### config.mk
export PLATFORM = sky130hd
export DESIGN_NAME = serial_port_flat
export DESIGN_NICKNAME = d
export VERILOG_FILES = /design/src/rtl/serial_port_if.sv /design/src/rtl/serial_port.sv /design/src/flat_wrapper.sv
export SDC_FILE = /design/constraint.sdc
export NUM_CORES = 1
export LEC_CHECK = 0
export ABC_AREA = 0
export BUFFER_PORTS_ARGS = -buffer_cell sky130_fd_sc_hd__buf_2
export CORE_UTILIZATION = 40
export CTS_CLUSTER_DIAMETER = 120
export CTS_CLUSTER_SIZE = 8
export DETAILED_ROUTE_END_ITERATION = 8
export PLACE_DENSITY = 0.54
export SYNTH_ARGS = -nofsm -noshare
export SYNTH_HDL_FRONTEND = slang
export SYNTH_SLANG_ARGS = --single-unit
### constraint.sdc
create_clock -name clk -period 2.75 [get_ports clk]
set_input_delay 0.4125 -clock clk [delete_from_list [all_inputs] [get_ports clk]]
set_output_delay 0.4125 -clock clk [all_outputs]
set_load 0.005 [all_outputs]
### src/rtl/serial_port_if.sv
// CPU device-bus side of the serial port: address, write/read strobes and data.
// The CPU (or bench) drives through master; the peripheral responds through slave.
interface serial_port_if;
    logic [7:0]  addr;
    logic [15:0] bus_in;
    logic        DI;
    logic        DO;
    logic [15:0] bus_out;
    logic        bus_oe;

    modport master (output addr, bus_in, DI, DO, input bus_out, bus_oe);
    modport slave  (input addr, bus_in, DI, DO, output bus_out, bus_oe);
endinterface

### src/rtl/serial_port.sv
// Byte-wide 8N1 UART on the CPU device bus: data register at BASE, status at BASE+1,
// with DEPTH-entry TX and RX FIFOs between the bus and the serial shifters.
module serial_port #(
    parameter logic [7:0]  BASE  = 8'h02,
    parameter int unsigned DIV   = 16,
    parameter int unsigned DEPTH = 4
) (
    input  logic         clk,
    input  logic         reset,
    serial_port_if.slave bus,
    output logic         tx,
    input  logic         rx
);
    localparam int unsigned AW = $clog2(DEPTH);
    localparam int unsigned PW = AW + 1;
    localparam int unsigned CW = $clog2(DIV);
    localparam logic [CW-1:0] BIT_LAST  = CW'(DIV - 1);
    localparam logic [CW-1:0] HALF_LAST = CW'(DIV / 2 - 1);

    typedef enum logic [1:0] {TX_IDLE, TX_START, TX_DATA, TX_STOP} tx_state_t;
    typedef enum logic [1:0] {RX_IDLE, RX_START, RX_DATA, RX_STOP} rx_state_t;

    // ---------------- bus decode ----------------
    logic sel_data, sel_stat, stat_rd;
    logic unused_bus_hi;

    assign sel_data      = (bus.addr == BASE);
    assign sel_stat      = (bus.addr == BASE + 8'd1);
    assign stat_rd       = bus.DO & sel_stat;
    assign bus.bus_oe    = bus.DO & (sel_data | sel_stat);
    assign unused_bus_hi = ^bus.bus_in[15:8];

    // ---------------- TX FIFO ----------------
    logic [7:0]    tx_mem [DEPTH];
    logic [PW-1:0] tx_wp, tx_rp;
    logic          tx_empty, tx_full, tx_push, tx_pop;

    assign tx_empty = (tx_wp == tx_rp);
    assign tx_full  = (tx_wp[AW-1:0] == tx_rp[AW-1:0]) && (tx_wp[AW] != tx_rp[AW]);
    assign tx_push  = bus.DI & sel_data & ~tx_full;

    always_ff @(posedge clk) begin
        if (reset) begin
            tx_wp <= '0;
            tx_rp <= '0;
        end else begin
            if (tx_push) begin
                tx_mem[tx_wp[AW-1:0]] <= bus.bus_in[7:0];
                tx_wp <= tx_wp + 1'b1;
            end
            if (tx_pop)
                tx_rp <= tx_rp + 1'b1;
        end
    end

    // ---------------- TX FSM ----------------
    tx_state_t     tx_state, tx_state_n;
    logic [CW-1:0] tx_cnt, tx_cnt_n;
    logic [2:0]    tx_bit, tx_bit_n;
    logic [7:0]    tx_sh, tx_sh_n;
    logic          tx_last, tx_busy;

    assign tx_last = (tx_cnt == BIT_LAST);
    assign tx_busy = (tx_state != TX_IDLE) | ~tx_empty;

    always_ff @(posedge clk) begin
        if (reset) begin
            tx_state <= TX_IDLE;
            tx_cnt   <= '0;
            tx_bit   <= '0;
            tx_sh    <= '0;
        end else begin
            tx_state <= tx_state_n;
            tx_cnt   <= tx_cnt_n;
            tx_bit   <= tx_bit_n;
            tx_sh    <= tx_sh_n;
        end
    end

    always_comb begin
        tx_state_n = tx_state;
        tx_cnt_n   = tx_cnt + 1'b1;
        tx_bit_n   = tx_bit;
        tx_sh_n    = tx_sh;
        tx_pop     = 1'b0;
        case (tx_state)
            TX_IDLE: begin
                tx_cnt_n = '0;
                if (!tx_empty) begin
                    tx_pop     = 1'b1;
                    tx_sh_n    = tx_mem[tx_rp[AW-1:0]];
                    tx_state_n = TX_START;
                end
            end
            TX_START: begin
                if (tx_last) begin
                    tx_cnt_n   = '0;
                    tx_bit_n   = '0;
                    tx_state_n = TX_DATA;
                end
            end
            TX_DATA: begin
                if (tx_last) begin
                    tx_cnt_n = '0;
                    tx_sh_n  = {1'b0, tx_sh[7:1]};
                    tx_bit_n = tx_bit + 3'd1;
                    if (tx_bit == 3'd7)
                        tx_state_n = TX_STOP;
                end
            end
            TX_STOP: begin
                // Chain directly into the next frame so back-to-back bytes have no idle gap.
                if (tx_last) begin
                    tx_cnt_n = '0;
                    if (!tx_empty) begin
                        tx_pop     = 1'b1;
                        tx_sh_n    = tx_mem[tx_rp[AW-1:0]];
                        tx_state_n = TX_START;
                    end else begin
                        tx_state_n = TX_IDLE;
                    end
                end
            end
            default: tx_state_n = TX_IDLE;
        endcase
    end

    always_comb begin
        tx = 1'b1;
        if (tx_state == TX_START)
            tx = 1'b0;
        else if (tx_state == TX_DATA)
            tx = tx_sh[0];
    end

    // ---------------- RX synchroniser ----------------
    logic rx_s1, rx_s2;

    always_ff @(posedge clk) begin
        if (reset) begin
            rx_s1 <= 1'b1;
            rx_s2 <= 1'b1;
        end else begin
            rx_s1 <= rx;
            rx_s2 <= rx_s1;
        end
    end

    // ---------------- RX FIFO ----------------
    logic [7:0]    rx_mem [DEPTH];
    logic [PW-1:0] rx_wp, rx_rp;
    logic          rx_empty, rx_full, rx_push, rx_pop;
    logic [7:0]    rx_sh;

    assign rx_empty = (rx_wp == rx_rp);
    assign rx_full  = (rx_wp[AW-1:0] == rx_rp[AW-1:0]) && (rx_wp[AW] != rx_rp[AW]);
    assign rx_pop   = bus.DO & sel_data & ~rx_empty;

    always_ff @(posedge clk) begin
        if (reset) begin
            rx_wp <= '0;
            rx_rp <= '0;
        end else begin
            if (rx_push) begin
                rx_mem[rx_wp[AW-1:0]] <= rx_sh;
                rx_wp <= rx_wp + 1'b1;
            end
            if (rx_pop)
                rx_rp <= rx_rp + 1'b1;
        end
    end

    // ---------------- RX FSM ----------------
    rx_state_t     rx_state, rx_state_n;
    logic [CW-1:0] rx_cnt, rx_cnt_n;
    logic [2:0]    rx_bit, rx_bit_n;
    logic [7:0]    rx_sh_n;
    logic          rx_last, ovr_set, ferr_set;

    assign rx_last = (rx_cnt == BIT_LAST);

    always_ff @(posedge clk) begin
        if (reset) begin
            rx_state <= RX_IDLE;
            rx_cnt   <= '0;
            rx_bit   <= '0;
            rx_sh    <= '0;
        end else begin
            rx_state <= rx_state_n;
            rx_cnt   <= rx_cnt_n;
            rx_bit   <= rx_bit_n;
            rx_sh    <= rx_sh_n;
        end
    end

    always_comb begin
        rx_state_n = rx_state;
        rx_cnt_n   = rx_cnt + 1'b1;
        rx_bit_n   = rx_bit;
        rx_sh_n    = rx_sh;
        rx_push    = 1'b0;
        ovr_set    = 1'b0;
        ferr_set   = 1'b0;
        case (rx_state)
            RX_IDLE: begin
                rx_cnt_n = '0;
                if (!rx_s2)
                    rx_state_n = RX_START;
            end
            RX_START: begin
                if (rx_cnt == HALF_LAST) begin
                    rx_cnt_n   = '0;
                    rx_bit_n   = '0;
                    rx_state_n = rx_s2 ? RX_IDLE : RX_DATA;
                end
            end
            RX_DATA: begin
                if (rx_last) begin
                    rx_cnt_n = '0;
                    rx_sh_n  = {rx_s2, rx_sh[7:1]};
                    rx_bit_n = rx_bit + 3'd1;
                    if (rx_bit == 3'd7)
                        rx_state_n = RX_STOP;
                end
            end
            RX_STOP: begin
                // A same-edge CPU pop frees a slot, so a full FIFO still accepts the byte.
                if (rx_last) begin
                    rx_cnt_n   = '0;
                    rx_state_n = RX_IDLE;
                    if (!rx_s2)
                        ferr_set = 1'b1;
                    else if (rx_full && !rx_pop)
                        ovr_set = 1'b1;
                    else
                        rx_push = 1'b1;
                end
            end
            default: rx_state_n = RX_IDLE;
        endcase
    end

    // ---------------- status flags ----------------
    logic ovr, ferr;

    always_ff @(posedge clk) begin
        if (reset) begin
            ovr  <= 1'b0;
            ferr <= 1'b0;
        end else begin
            if (stat_rd) begin
                ovr  <= 1'b0;
                ferr <= 1'b0;
            end
            if (ovr_set)
                ovr <= 1'b1;
            if (ferr_set)
                ferr <= 1'b1;
        end
    end

    // ---------------- read mux ----------------
    always_comb begin
        bus.bus_out = '0;
        if (bus.DO) begin
            if (sel_data && !rx_empty)
                bus.bus_out = {8'h00, rx_mem[rx_rp[AW-1:0]]};
            else if (sel_stat)
                bus.bus_out = {11'b0, ferr, ovr, tx_busy, tx_full, ~rx_empty};
        end
    end
endmodule

### src/flat_wrapper.sv
// flat-port wrapper written by rule: the top's interface ports become plain ports
module serial_port_flat 
#(
    parameter logic [7:0]  BASE  = 8'h02,
    parameter int unsigned DIV   = 16,
    parameter int unsigned DEPTH = 4
)
  (clk, reset, tx, rx, bus_addr, bus_bus_in, bus_DI, bus_DO, bus_bus_out, bus_bus_oe);
  serial_port_if bus_i ();
  input  logic clk;
  input  logic reset;
  output logic tx;
  input  logic rx;
  input wire logic [$bits(bus_i.addr)-1:0] bus_addr;
  input wire logic [$bits(bus_i.bus_in)-1:0] bus_bus_in;
  input wire logic [$bits(bus_i.DI)-1:0] bus_DI;
  input wire logic [$bits(bus_i.DO)-1:0] bus_DO;
  output wire logic [$bits(bus_i.bus_out)-1:0] bus_bus_out;
  output wire logic [$bits(bus_i.bus_oe)-1:0] bus_bus_oe;
  assign bus_i.addr = bus_addr;
  assign bus_i.bus_in = bus_bus_in;
  assign bus_i.DI = bus_DI;
  assign bus_i.DO = bus_DO;
  assign bus_bus_out = bus_i.bus_out;
  assign bus_bus_oe = bus_i.bus_oe;
  serial_port #(.BASE(BASE), .DIV(DIV), .DEPTH(DEPTH)) u_core (.clk(clk), .reset(reset), .bus(bus_i), .tx(tx), .rx(rx));
endmodule
* After elaboration in Yosys (flattened, before gate mapping)
Memory sizes are Yosys's and may differ from the RTL's. A register that Yosys moved wholly into a read port is not among the register bits. Cells that the tools add are included.
Storage, ports and cells: register bits 50, bits in writable memories 64, logic and storage cells 149, memories kept 2, input port bits 29
Operators by class: mux-type cells 61, $add $sub $neg 8, bitwise gates (word level) 11, reductions and logical operators 22, equal/unequal tests 29
Memories:
- u_core.rx_mem | words 4, width 8, rd ports 1, clocked after Yosys merged registers in 1, write ports 1, RTL line serial_port.sv:150 | logic [7:0] rx_mem [DEPTH];
- u_core.tx_mem | words 4, width 8, rd ports 1, clocked after Yosys merged registers in 1, write ports 1, RTL line serial_port.sv:34 | logic [7:0] tx_mem [DEPTH];
Operator list (number):
- $mux W16 | 2
- $mux W2 | 15
- $mux W1 | 25
- $mux W8 | 3
- $pmux W8 S3 | 1
- $add A3 B1 Y3 const B | 6
- $eq A8 B2 Y1 const B | 2
- $ne A2 B1 Y1 const B | 8
- $pmux W2 S4 | 2
- $mux W3 | 4
- $mux W4 | 3
- $pmux W3 S2 | 2
- $pmux W4 S3 | 1
- $reduce_and A5 Y1 | 2
- $reduce_bool A2 Y1 | 5
- $reduce_and A3 Y1 | 3
- $add A4 B1 Y4 const B | 2
- $eq A2 B2 Y1 const B | 4
- $eq A4 B4 Y1 const B | 2
- $pmux W4 S2 | 1
- $and A1 B1 Y1 | 6
- $eq A3 B3 Y1 | 2
- $eq A3 B3 Y1 const B | 2
- $mux W5 | 1
- 15 further kinds | 27

* Logic depth before layout (Yosys ltp)
depth after elaboration 12, depth in mapped cells 8, depth with buffers taken out 6

* Worst setup path before layout
Ideal clock, no wire load.
kind input-to-reg, start point input bus_addr[7], end point memory u_core.tx_mem[3][0] (enable), library setup time 0.395 ns, required time 2.355 ns, arrival 1.857 ns, path buffers 0, stages 3, slack 0.499 ns, path through nor4_4 -> o311ai_2 -> nor4_1
On the way: word-level cells in the longest chain between the ends 6
RTL lines:
- from (decl) | RTL line flat_wrapper.sv:14 | input wire logic [$bits(bus_i.addr)-1:0] bus_addr;
- $eq A8 B2 Y1 | RTL line serial_port.sv:27 | assign sel_data = (bus.addr == BASE);
- $and A1 B1 Y1 (2 in series) | RTL line serial_port.sv:40 | assign tx_push = bus.DI & sel_data & ~tx_full;
- $mux W1 | RTL line serial_port.sv:47 | if (tx_push) begin
- $mux W1 | RTL line serial_port.sv:43 | if (reset) begin
- $mux W1 (implied by the code) | RTL line serial_port.sv:48 | tx_mem[tx_wp[AW-1:0]] <= bus.bus_in[7:0];
- to (decl) | RTL line serial_port.sv:34
No other way between the ends.

==> run metrics <==
adder-cell share of the synthesized area 6.07%; largest family of logic cells by synthesized area simple AND/OR/NAND/NOR gates; Fillers 1,150; synth top area cells edfxtp_1, dfxtp_1, mux4_2; Crit. End Element output port; post-route ant nets 0; Yosys top cell by area edfxtp_1; post-synthesis xor/xnor area fraction 2.29%; Data required, critical path 2.34 ns; Antenna diodes 0; EDFF count, synth 64; Slew Limit Fails 0; final WL 10,500 microns; Reg clk slew, reported paths 0.05 ns; area grow syn2layout 18.0%; min Tclk post-route 2.42 ns; post-synthesis simple-gate area fraction 13.1%; Yosys top cell area share 35.8%; number of I/O pins 47; Hold WC Path Type in -> reg; Max Cap Violations 0; final-report setup violation count 0; Initial DRC Count 234; final hold viol count 0; GR Util All Layers 16.4%; Cell variety after synth 62; drt pass-1 iters 4; Pleak 2.35 nW; share of the yosys chip area belonging to registers 56.0%; most frequent cells in the layout edfxtp_1, dfxtp_1, a21oi_1, buf_2, ha_1; Final WS setup 0.334 ns; DIE AREA 13,900 sq um; worst slew pin tran 0.528 ns; initial core utilization 41.8%; FFs w/ async S/R, synth 0%; status complete, no violations; # DRC 0; Die Height 118 microns; WP data arrival 2.00 ns; vias in the first global route 3,346; die width 118 microns; # hold bufs at CTS 0; Total Neg Setup Slack 0 ns; Clock Sink Count 118; CP Max Fanout 5; Slowest Stage Delay on Critical Path 0.50 ns; routed len/inst 15.9 microns; Worst Setup Start Kind flip-flop; clock root cell clkbuf_16; CTS tree yes; commonest non-fill, non-tap cell in the layout edfxtp_1; global placer's final weighted congestion 0.763; via count 3,390; period utilisation layout 87.9%; core area 12,800 sq um; register bit total from synthesis 118; top_reg_cell synth edfxtp_1; layout cells sized above 1 21.0%; total of warnings raised by yosys 0; Power Density 751 nW/um^2; cell row count 41; CP cell instances buf_4 > mux4_2 > or3b_1 > a21oi_1 > buf_2; Synth Cell Area 5360 sq um; cells after synthesis 434; Avg Cell Area, Syn 12.4 sq um; worst rel slew slack 64.5%; initial antenna violation count 0; Max Root-Sink Buffers 2; Placement Setup Slack 0.339 ns; Clock Skew 0.00550 ns; grt ovf 0; Final #Nets 527; post-CTS setup buffer count 0; post-cts sizing count 0; Final Power 4.75 mW; post-synthesis mux area share 9.01%; Achievable Freq 414 MHz; first-pass GRT wire length 17,400 microns; Port Buffer Count 30; vias per cell 5.16; Max VDD drop 0.000384 V; Compound-Gate Fraction of Synth Area 9.29%; hpwl dp 7270 microns; Crit-path slowest cell dfxtp_1; CTS HTree Levels 4; Clock Latency Late Sink 0.41 ns; RSZ-0062 raised after global routing no; largest net degree at the start of global routing 43; CTS buffer count 17; Crit Path Class reg -> out
[Yosys cell counts (2+ instances only)]
cell and count:
o31ai_1 4, o21a_1 3, nand2b_1 2, o22ai_1 2, buf_4 9, xor2_1 7
nor4_1 6, a31o_2 2, nand3b_1 3, nor3_1 6, nor2b_1 6, buf_2 3
mux2_2 2, or2_2 3, inv_1 18, nand2_1 25, and3_1 10, a21oi_1 33
ha_1 26, a31oi_1 2, nand4_1 3, and4_1 2, or3b_1 2, a32oi_1 2
or3_1 8, and2_1 8, dfxtp_1 54, edfxtp_1 64, nor2_1 15, nand3_1 10
mux4_2 16, clkbuf_1 16, o21ai_0 16, a211oi_1 2, or4_1 2, xnor2_1 7
mux2i_1 10
[sequential cells by signal (all words and copies together), names as in the netlist, named ones only]
name,cells
u_core.rx_rp,3
u_core.ferr,1
u_core.rx_s2,1
u_core.tx_rp,3
u_core.tx_sh,8
u_core.rx_sh,8
u_core.tx_state,2
u_core.tx_wp,3
u_core.tx_mem,32
u_core.tx_cnt,4
u_core.rx_s1,1
u_core.ovr,1
u_core.rx_wp,3
u_core.rx_state,1
u_core.tx_bit,3
u_core.rx_mem,32
u_core.rx_bit,3
u_core.rx_cnt,4
[final timing paths]
check / startpoint / cells after the start / slack [ns] / to
setup reg to reg: flip-flop / 5 / 0.49 / u_core.rx_mem[2][2]$_DFFE_PP_
hold / removal: rx / 2 / 0.18 / u_core.rx_s1$_SDFF_PP1_
hold reg to reg: u_core.rx_s1$_SDFF_PP1_ / 1 / 0.41 / u_core.rx_s2$_SDFF_PP1_
setup / recovery: flip-flop / 5 / 0.33 / bus_bus_out[4]
[cell type report]
cell class	count	area (sq um)	area share (%)
sequential	118	3000	47.5
clock buffer	21	440	6.96
timing repair buffer	41	233	3.68
multi-input combinational	275	2160	34.2
clock inverter	11	204	3.22
inverter	19	71.3	1.13
tap	172	215	3.40
[stage by stage]
stage | hold WS, ns | cells | cell area [sq um] | utilization [%]
floorplan | 0.389 | 441 | 5390 | -
global placement | 0.391 | 625 | 5680 | 44.3
detailed placement | 0.392 | 625 | 5680 | 44.3
CTS | 0.165 | 657 | 6330 | 49.3
global route | 0.177 | 657 | 6330 | 49.3
finish | 0.183 | 657 | 6330 | 49.3
[power by group]
| part | internal, mW | switching [mW] |
|---|---|---|
| sequential | 1.89 | 0.0339 |
| clock | 1.69 | 0.733 |
| combinational | 0.166 | 0.245 |
| total | 3.74 | 1.01 |
[layer usage]
metal  track usage [%]  part of all wire (%)  up-vias
met4              6.01                  0.85        0
met5                 0                     0        -
met1              22.4                    49     1635
met3              4.70                   3.9        8
li1                  -                     -     1682
met2              24.6                    46       65
[critical path: cells and delay by family (launching register included)]
kind / cells / cell delay, ns
AOI/OAI and AO/OA: 1 / 0.18
and+or+nand+nor: 1 / 0.34
buffers and inverters: 2 / 0.37
DFF: 1 / 0.50
muxes: 1 / 0.21
[cell families after synthesis]
family                     after synthesis
other                                    1
DFF                                    118
buffers and inverters                   48
AOI/OAI and AO/OA                       78
adders and majority gates               26
xor gates and xnor gates                14
and+or+nand+nor                        121
muxes                                   28
No activity file was read; power rests on OpenSTA's default activity.
